==> config.mk <==
export PLATFORM = sky130hd
export DESIGN_NAME = lcd_init_sequencer
export DESIGN_NICKNAME = d
export VERILOG_FILES = /design/src/rtl/lcd_init_sequencer.sv
export SDC_FILE = /design/constraint.sdc
export NUM_CORES = 1
export LEC_CHECK = 0
export ABC_CLOCK_PERIOD_IN_PS = 5900
export CAP_MARGIN = 20
export CORE_ASPECT_RATIO = 1.4
export CORE_MARGIN = 3
export CORE_UTILIZATION = 50
export DETAILED_ROUTE_END_ITERATION = 8
export PLACE_DENSITY = 0.77
export SLEW_MARGIN = 10
export SYNTH_ARGS = -nofsm -noshare
export SYNTH_HDL_FRONTEND = slang
export SYNTH_SLANG_ARGS = --single-unit
==> constraint.sdc <==
create_clock -name clk -period 5.9 [get_ports clk]
set_input_delay 0.59 -clock clk [delete_from_list [all_inputs] [get_ports clk]]
set_output_delay 0.59 -clock clk [all_outputs]
set_load 0.02 [all_outputs]
==> src/rtl/lcd_init_sequencer.sv <==
// rtl/lcd_init_sequencer.sv - ST7789V3 bring-up sequencer: reset pulse, then ROM-driven cmd/data/delay stream
// Bytes leave over a valid/ready handshake toward the SPI byte transmitter.
module lcd_init_sequencer #(
  parameter int AW           = 5,
  parameter int RST_LOW_CYC  = 34000,
  parameter int RST_WAIT_CYC = 408000,
  parameter int MS_CYC       = 3400
) (
  input  logic          clk,
  input  logic          rst,
  input  logic          start,
  output logic [AW-1:0] rom_addr,
  input  logic [9:0]    rom_data,
  output logic          tx_valid,
  output logic [7:0]    tx_byte,
  output logic          tx_dc,
  input  logic          tx_ready,
  output logic          lcd_rst,
  output logic          busy,
  output logic          done,
  output logic          err
);

  localparam int DLY_MAX  = 255 * MS_CYC;
  localparam int CNT_MAX0 = (RST_LOW_CYC > RST_WAIT_CYC) ? RST_LOW_CYC : RST_WAIT_CYC;
  localparam int CNT_MAX  = (CNT_MAX0 > DLY_MAX) ? CNT_MAX0 : DLY_MAX;
  localparam int CW       = $clog2(CNT_MAX + 1);
  localparam logic [AW-1:0] ADDR_LAST = '1;

  typedef enum logic [3:0] {
    IDLE, RST_LO, RST_WAIT, FETCH, DECODE, SEND, DELAY, NEXT, DONE
  } state_t;

  state_t        state, state_n;
  logic [CW-1:0] cnt, cnt_n;
  logic [AW-1:0] addr_n;
  logic          valid_n, dc_n, lcd_rst_n, busy_n, done_n, err_n;
  logic [7:0]    byte_n;

  always_ff @(posedge clk) begin
    if (rst) begin
      state    <= IDLE;
      cnt      <= '0;
      rom_addr <= '0;
      tx_valid <= 1'b0;
      tx_byte  <= 8'h00;
      tx_dc    <= 1'b0;
      lcd_rst  <= 1'b0;
      busy     <= 1'b0;
      done     <= 1'b0;
      err      <= 1'b0;
    end else begin
      state    <= state_n;
      cnt      <= cnt_n;
      rom_addr <= addr_n;
      tx_valid <= valid_n;
      tx_byte  <= byte_n;
      tx_dc    <= dc_n;
      lcd_rst  <= lcd_rst_n;
      busy     <= busy_n;
      done     <= done_n;
      err      <= err_n;
    end
  end

  always_comb begin
    state_n   = state;
    cnt_n     = cnt;
    addr_n    = rom_addr;
    valid_n   = tx_valid;
    byte_n    = tx_byte;
    dc_n      = tx_dc;
    lcd_rst_n = lcd_rst;
    busy_n    = busy;
    done_n    = done;
    err_n     = err;
    unique case (state)
      IDLE, DONE: begin
        if (start) begin
          state_n   = RST_LO;
          cnt_n     = CW'(RST_LOW_CYC - 1);
          addr_n    = '0;
          lcd_rst_n = 1'b0;
          busy_n    = 1'b1;
          done_n    = 1'b0;
          err_n     = 1'b0;
        end
      end
      RST_LO: begin
        if (cnt == '0) begin
          lcd_rst_n = 1'b1;
          state_n   = RST_WAIT;
          cnt_n     = CW'(RST_WAIT_CYC - 1);
        end else begin
          cnt_n = cnt - CW'(1);
        end
      end
      RST_WAIT: begin
        if (cnt == '0) state_n = FETCH;
        else           cnt_n   = cnt - CW'(1);
      end
      FETCH: state_n = DECODE;
      // rom_data now reflects rom_addr presented during FETCH
      DECODE: begin
        unique case (rom_data[9:8])
          2'b00, 2'b01: begin
            byte_n  = rom_data[7:0];
            dc_n    = rom_data[8];
            valid_n = 1'b1;
            state_n = SEND;
          end
          2'b10: begin
            if (rom_data[7:0] == 8'h00) begin
              state_n = NEXT;
            end else begin
              cnt_n   = CW'(rom_data[7:0]) * CW'(MS_CYC);
              state_n = DELAY;
            end
          end
          default: begin
            state_n = DONE;
            busy_n  = 1'b0;
            done_n  = 1'b1;
          end
        endcase
      end
      SEND: begin
        if (tx_ready) begin
          valid_n = 1'b0;
          state_n = NEXT;
        end
      end
      DELAY: begin
        if (cnt == CW'(1)) state_n = NEXT;
        cnt_n = cnt - CW'(1);
      end
      NEXT: begin
        // Running past the last entry without an end marker is a table fault
        if (rom_addr == ADDR_LAST) begin
          err_n   = 1'b1;
          busy_n  = 1'b0;
          done_n  = 1'b1;
          state_n = DONE;
        end else begin
          addr_n  = rom_addr + AW'(1);
          state_n = FETCH;
        end
      end
      default: state_n = IDLE;
    endcase
  end

endmodule

Word level (Yosys, flattened, before mapping)
Index checks and enable logic that the tools add are counted.
Widths: inputs -> output; s select.
- word-level logic and storage cells: 89
- register bits: 43
- input port bits: 14
- output and inout bits: 19
- reduce and logical (&&, ||, !) cells: 20
- multiply operators: 1
- eq/ne operators: 24
- mux-type cells: 32
- $add $sub $neg: 2
- operator list (cell ; number):
    $mux 20 ; 5
    $pmux 20 s5 ; 1
    $pmux 4 s8 ; 1
    $mux 4 ; 6
    $ne 2x2->1 const B ; 11
    $eq 20x1->1 const B ; 1
    $logic_not 20->1 ; 1
    $sub 20x1->20 const B ; 1
    $mul 8x9->17 const B ; 1
    $eq 4x3->1 const B ; 4
    $reduce_and 3->1 ; 4
    $mux 1 ; 10
    $mux 5 ; 2
    $pmux 5 s2 ; 1
    $reduce_and 5->1 ; 2
    $eq 4x2->1 const B ; 2
    $logic_not 8->1 ; 1
    $pmux 4 s2 ; 1
    $pmux 1 s2 ; 3
    $pmux 1 s3 ; 2
    $reduce_bool 2->1 ; 3
    $add 5x1->5 const B ; 1
    $eq 5x5->1 const B ; 1
    $reduce_bool 5->1 ; 1
    12 further kinds ; 13

Longest topological paths before layout
Gate-level depths: netlist of the first run.
- depth in word-level cells: 4
- depth in mapped cells: 15
- mapped depth without buffers: 15

Least setup slack after synthesis of the first run
Ideal clock, no wire load.
- kind: input port to flip-flop
- from: input rom_data[2]
- to: register cnt[19]
- setup time: 0.074 ns
- required time: 5.826 ns
- path slack: 1.925 ns
- arrival: 3.900 ns
- buffers on the path: 0
- cell stages on the path: 12
- cells stage by stage: ha_1 > ha_1 > fa_1 > fa_1 > ha_1 > a21o_1 > a31o_2 > o2111ai_1 > a21oi_1 > a2111oi_0 > o311ai_0 > a31oi_1
- longest elaborated chain between the ends: 4
- elaborated cells on any way between the ends: 7
- those cells by class: mul: 1; eq/ne: 1; mux: 3; reduce/logical: 2
- ends and longest elaborated chain (what ; line ; source):
    start, declared ; 13 ; input logic [9:0] rom_data,
    $mul 8x9->17 ; 116 ; cnt_n = CW'(rom_data[7:0]) * CW'(MS_CYC);
    $mux 20 ; 113 ; if (rom_data[7:0] == 8'h00) begin
    $mux 20 ; 105 ; unique case (rom_data[9:8])
    $pmux 20 s5 ; 77 ; unique case (state)
    end signal, assigned ; 54 ; cnt <= cnt_n;
    end, declared ; 35 ; logic [CW-1:0] cnt, cnt_n;
Several ways; a longest one is shown, not always the timed one. The select of a mux whose other input is x is not followed.
A chain may end at the register's enable or synchronous reset.

Worst setup path after layout of the first run
Same ends and word-level chain as after synthesis.

==> results.json, run 1 <==
{
  "numCtsBuffers": 5,
  "seq_area_frac_synth_pct": 23.5,
  "yosysTopAreaCellShare_pct": 23.5,
  "outcome": "complete, no violations",
  "hold_buffers": 0,
  "post_cts_resized": 0,
  "grtUsageTotal_pct": 22.2,
  "place.gp.congestion": 0.898,
  "grt_max_degree": 41,
  "synth_common_cells": "ha_1 (51), nor2_1 (49), dfxtp_1 (43), a21oi_1 (40), nand2_1 (36)",
  "setup_viol": 0,
  "crit_path_end": "cnt[19]$_SDFFE_PP0P_",
  "critPathRequiredTime_ns": 6.13,
  "fmax_mhz": 222,
  "min-delay-start": "lcd_rst$_SDFFE_PP0P_",
  "synth.most_common_cell": "ha_1",
  "num_rows": 36,
  "dr.first_iter.drc_count": 286,
  "p_comb_share_pct": 58.8,
  "avgSynthCellArea_um2": 8.49,
  "syn-num-nets": 508,
  "grt_pass1_wl_um": 15100,
  "slew_violations": 0,
  "p_seq_share_pct": 26.4,
  "synth_flop_cell": "dfxtp_1",
  "crit_path_start_kind": "primary input",
  "htreeDepth": 2,
  "fin_area_um2": 4130,
  "die_width_um": 78.4,
  "p_int_mw": 0.849,
  "slew-limit-headroom_pct": 37.1,
  "drv_cap": 0,
  "clockBufferDepth": 2,
  "synth-edff-count": 0,
  "ir_drop_uv": 178,
  "period_minus_slack_ns": 4.51,
  "detail-route-antenna-nets": 0,
  "holdWs_ns": 0.466,
  "rsz0062_at_grt": "no",
  "clock_sinks": 43,
  "overflow": 0,
  "drc": 0,
  "place_area_um2": 4010,
  "yosysTopAreaCell": "dfxtp_1",
  "tritoncts": "built",
  "cp-end-kind": "flop",
  "startpoint": "rom_data[2]",
  "fill_cells": 655,
  "min_path_type": "reg2reg",
  "clock_skew_ns": 0.00714,
  "arrival_ns": 4.74,
  "power.net_switching_mw": 0.739,
  "dr.pass1.iters": 5,
  "clkTransAtPathRegs_ns": 0.09,
  "netlist_instances": 432,
  "vias": 3332,
  "cp_max_fo": 6,
  "core_area_um2": 7030,
  "fin_setup_tns_ns": 0,
  "via_per_inst": 6.01,
  "synth_cell_types": 65,
  "dieArea_um2": 8420,
  "synth-seq-cells": 43,
  "root_buffer": "clkbuf_8",
  "postCtsSetupRepairBufs": 0,
  "period_share_pct": 76.4,
  "clk_latency_ns": 0.30,
  "rr_startpoint": "state[0]$_SDFFE_PP0P_",
  "finalWirelength_um": 9000,
  "portBuffers": 32,
  "start_util_pct": 52.2,
  "first_global_vias": 3211,
  "synthArstFlopShare_pct": 0,
  "r2r_slack_ns": 2.52,
  "clock_power_share_pct": 14.9,
  "synth_area_um2": 3670,
  "die-height_um": 107,
  "reg2reg_to": "cnt[0]$_SDFFE_PP0P_",
  "drive_gt1_share_pct": 6.54,
  "dp_hpwl_um": 7090,
  "powerDensity_nw_per_um2": 384,
  "diodes": 0,
  "power_leakage_nw": 1.70,
  "ys_top_cells_by_area": "dfxtp_1 (23%), ha_1 (17%), fa_1 (6.0%)",
  "switching_share_pct": 46.5,
  "final_nets": 534,
  "finalHoldViolCount": 0,
  "syn_to_final_growth_pct": 12.6,
  "io_pins": 33,
  "antenna_found_initial": 0,
  "synth_warnings": 0,
  "post_drt_wl_per_cell_um": 16.2,
  "worstSetupPathType": "in2reg",
  "worstRegToRegCells": 7,
  "worst_slew_pin_slew_ns": 0.938
}
[layout make-up]
cell class                 count  area, um2  area share [%]
timing repair buffer          35        343            8.30
tap                           95        119            2.88
sequential                    43        861            20.8
clock buffer                   5       68.8            1.67
inverter                      17       63.8            1.54
clock inverter                 3       43.8            1.06
multi-input combinational    356       2630            63.7
[layout by cell type, fill, tap and decap left out, types with 9 or more instances in the layout]
cell type and n:
a21oi_1 40, clkdlybuf4s50_1 32, dfxtp_1 43, fa_1 11
ha_1 51, inv_1 17, nand2_1 36, nor2_1 49
nor3_1 11, o21ai_0 23, xnor2_1 9, xor2_1 17
[routing by layer]
layer,vias to the layer above,global-route usage [%],part of all wire [%]
met4,0,8.88,3.0
met3,22,3.18,4.3
met5,-,0,0
met2,101,40.9,54
li1,1623,-,-
met1,1586,25.4,38
[worst min path at each step]
| stage | endpoint | slack, ns | depth (start not counted) |
|---|---|---|---|
| final | lcd_rst$_SDFFE_PP0P_ | 0.47 | 2 |
| after CTS | lcd_rst$_SDFFE_PP0P_ | 0.47 | 2 |
| after floorplan | cnt[16]$_SDFFE_PP0P_ | 0.44 | 2 |
| after global placement | done$_SDFFE_PP0P_ | 0.45 | 2 |
| after global routing | err$_SDFFE_PP0P_ | 0.48 | 2 |
| after detailed placement | lcd_rst$_SDFFE_PP0P_ | 0.45 | 2 |
[sequential cells by signal, summed over array words and instances, names as in the netlist]
name and count:
tx_valid 1, rom_addr 5, lcd_rst 1, cnt 20, state 4, busy 1, done 1, tx_byte 8
err 1, tx_dc 1
[metrics by stage]
stage               utilization (%)  power [mW]  setup slack, ns  cells
floorplan                         -        1.13             1.93    432
detailed placement             57.1        1.34             1.03    545
finish                         58.8        1.59             1.39    554
CTS                            58.7        1.58             1.34    553
global route                   58.8        1.72             1.15    554
global placement               57.1        1.32             1.16    545
[power groups by stage]
stage | sequential (mW) | combinational, mW | clock (mW)
finish | 0.418 | 0.933 | 0.236
global route | 0.430 | 1.04 | 0.248
CTS | 0.416 | 0.927 | 0.239
detailed placement | 0.423 | 0.920 | 0
global placement | 0.419 | 0.904 | 0
floorplan | 0.400 | 0.732 | 0
[worst max-delay path, cell delays in order]
cell and delay [ns]:
clkdlybuf4s50_1 0.53, ha_1 0.37, ha_1 0.30, fa_1 0.50, fa_1 0.49, ha_1 0.37, a21o_1 0.22, a31o_2 0.22
o2111ai_1 0.23, a21oi_1 0.14, a2111oi_0 0.42, o311ai_0 0.19, a31oi_1 0.15
[cells by family after synthesis]
| family | share of synthesized area [%] |
|---|---|
| multiplexers | 0.818 |
| AO/OA/AOI/OAI | 20.6 |
| buffers and inverters | 4.98 |
| flip-flops | 23.5 |
| AND/OR/NAND/NOR | 20.3 |
| adder cells (fa/ha/maj) | 23.7 |
| XOR/XNOR | 6.21 |
No activity file was read; power rests on OpenSTA's default activity.
==> run 2, diff against run 1 <==
--- a/config.mk
+++ b/config.mk
@@ -5,13 +5,13 @@
 export SDC_FILE = /design/constraint.sdc
 export NUM_CORES = 1
 export LEC_CHECK = 0
-export ABC_CLOCK_PERIOD_IN_PS = 5900
+export ABC_CLOCK_PERIOD_IN_PS = 4000
 export CAP_MARGIN = 20
 export CORE_ASPECT_RATIO = 1.4
 export CORE_MARGIN = 3
 export CORE_UTILIZATION = 50
 export DETAILED_ROUTE_END_ITERATION = 8
-export PLACE_DENSITY = 0.77
+export PLACE_DENSITY = 0.8
 export SLEW_MARGIN = 10
 export SYNTH_ARGS = -nofsm -noshare
 export SYNTH_HDL_FRONTEND = slang
==> constraint.sdc (replaced) <==
create_clock -name clk -period 4 [get_ports clk]
set_input_delay 0.4 -clock clk [delete_from_list [all_inputs] [get_ports clk]]
set_output_delay 0.4 -clock clk [all_outputs]
set_load 0.02 [all_outputs]
==> run 2 against run 1 <==
  * Die area unchanged
  * Power up 54%
  * Sequential share of layout area down 1.2 points
  * Critical path type unchanged
  * Largest cell class unchanged
==> results.json, run 2 (synthesized netlist as in run 1, its figures left out) <==
{
  "outcome": "complete, no violations",
  "final_cells": 582,
  "crit_path_max_incr_delay_ns": 0.50,
  "arrival_ns": 3.94,
  "core_area_um2": 7030,
  "start_util_pct": 52.2,
  "crit_family": "adder cells",
  "critPathRequiredTime_ns": 4.19,
  "die-height_um": 107,
  "period_minus_slack_ns": 3.75,
  "cp_num_buf_inv": 2,
  "portBuffers": 32,
  "rr_startpoint": "state[0]$_SDFFE_PP0P_",
  "slew-limit-headroom_pct": 43.4,
  "hold_buffers": 0,
  "cp-end-kind": "flop",
  "cp_cell_sequence": "clkdlybuf4s50_1, ha_1, fa_1, fa_1, ha_1, ha_1, a21oi_1, nor2b_1, nor3_1, a21oi_2, buf_4, xor2_1, a211oi_2, nor3_1",
  "place_area_um2": 4230,
  "dr.pass1.iters": 4,
  "overflow": 0,
  "place.gp.congestion": 0.897,
  "clkTransAtPathRegs_ns": 0.09,
  "cp_common_cell": "ha_1",
  "fmax_mhz": 267,
  "period_share_pct": 93.7,
  "finalWirelength_um": 9770,
  "reg2reg_to": "cnt[19]$_SDFFE_PP0P_",
  "root_buffer": "clkbuf_8",
  "clock_sinks": 43,
  "slew_violations": 0,
  "diodes": 0,
  "worst_slew_pin_slew_ns": 0.840,
  "dieArea_um2": 8420,
  "htreeDepth": 2,
  "holdWs_ns": 0.464,
  "clk_latency_ns": 0.30,
  "postCtsSetupRepairBufs": 0,
  "post_drt_wl_per_cell_um": 16.8,
  "cp_max_fo": 4,
  "r2r_slack_ns": 1.02,
  "setup_ws_ns": 0.253,
  "first_global_vias": 3500,
  "hold_end": "done$_SDFFE_PP0P_",
  "clockBufferDepth": 2,
  "dr.first_iter.drc_count": 347,
  "worstSetupPathDepth": 14,
  "grt_pass1_wl_um": 16200,
  "via_per_inst": 5.95,
  "powerDensity_nw_per_um2": 558,
  "place_inst": 574,
  "syn_to_final_growth_pct": 19.7,
  "power_leakage_nw": 1.85,
  "dpl_worst_slack_ns": -0.453,
  "worstSetupPathType": "in2reg",
  "grtUsageTotal_pct": 24.1,
  "tritoncts": "built",
  "drv_cap": 0,
  "regMostFlops": "cnt",
  "worstRegToRegCells": 7,
  "clock_skew_ns": 0.00904,
  "largest_reg_flops": 20,
  "die_width_um": 78.4,
  "min-delay-start": "done$_SDFFE_PP0P_",
  "setup_viol": 0,
  "finalHoldViolCount": 0,
  "crit_path_start_kind": "primary input",
  "fin_setup_tns_ns": 0,
  "numCtsBuffers": 5,
  "num_rows": 36,
  "largestRegisters": "cnt (20), tx_byte (8), rom_addr (5)",
  "min_path_type": "reg2reg",
  "hold_path_depth": 2,
  "antenna_found_initial": 0,
  "grt_max_degree": 23,
  "rsz0062_at_grt": "no",
  "drc": 0,
  "ir_drop_uv": 328,
  "final_nets": 562,
  "dp_hpwl_um": 7510,
  "vias": 3460,
  "cp_slowest_cell": "fa_1",
  "drive_gt1_share_pct": 13.3,
  "most-common-layout-cells": "nor2_1 (49), ha_1 (49), dfxtp_1 (43)",
  "io_pins": 33,
  "fin_area_um2": 4390,
  "detail-route-antenna-nets": 0
}
run 2: cell count changes in the layout (fill, tap and decap cells not counted), sizes merged:
cell           before  now
clkinvlp            0    1
dlymetal6s2s        0    3
buf                 2   31
bufinv              1    0
clkinv              2    1
clkdlybuf4s50      32   29
run 2: worst max path at each step:
stage	start	end
final	rom_data[5]	cnt[17]$_SDFFE_PP0P_
after global placement	rom_data[2]	cnt[19]$_SDFFE_PP0P_
after CTS	rom_data[2]	cnt[19]$_SDFFE_PP0P_
after global routing	rom_data[5]	cnt[16]$_SDFFE_PP0P_
after floorplan	rom_data[2]	cnt[19]$_SDFFE_PP0P_
after detailed placement	rom_data[2]	cnt[19]$_SDFFE_PP0P_
run 2: layout make-up:
class / instances / area, um2
tap: 95 / 119
timing repair buffer: 63 / 561
clock inverter: 2 / 12.5
fill: 608 / 2630
multi-input combinational: 356 / 2710
sequential: 43 / 861
clock buffer: 6 / 72.6
inverter: 17 / 63.8
run 2: tightest hold or removal path, cell delays in order, from the launching register on:
cell,delay (ns)
dfxtp_1,0.32
nand2_1,0.05
a21oi_1,0.06
run 2: report_power, final:
part / switching, mW / internal, mW / total (mW)
clock: 0.165 / 0.122 / 0.287
sequential: 0.113 / 0.502 / 0.615
combinational: 0.882 / 0.667 / 1.55
run 2: metal layers:
metal / vias up / track usage [%] / wire length (um)
met2: 119 / 44.5 / 5200
met3: 41 / 3.69 / 401
li1: 1682 / - / -
met4: 0 / 12.8 / 458
met1: 1618 / 26.0 / 3710
met5: - / 0 / 0
run 2: through the flow:
stage / utilization (%) / power [mW]
2_1_floorplan: - / 1.67
3_3_place_gp: 60.2 / 2.05
3_5_place_dp: 60.2 / 2.09
5_1_grt: 62.5 / 2.64
6_report: 62.5 / 2.45
4_1_cts: 61.8 / 2.41
run 2: repair_timing:
item,in CTS,in global routing
setup endpoints to repair,3,6
resized for setup,7,8
pin swaps,2,4
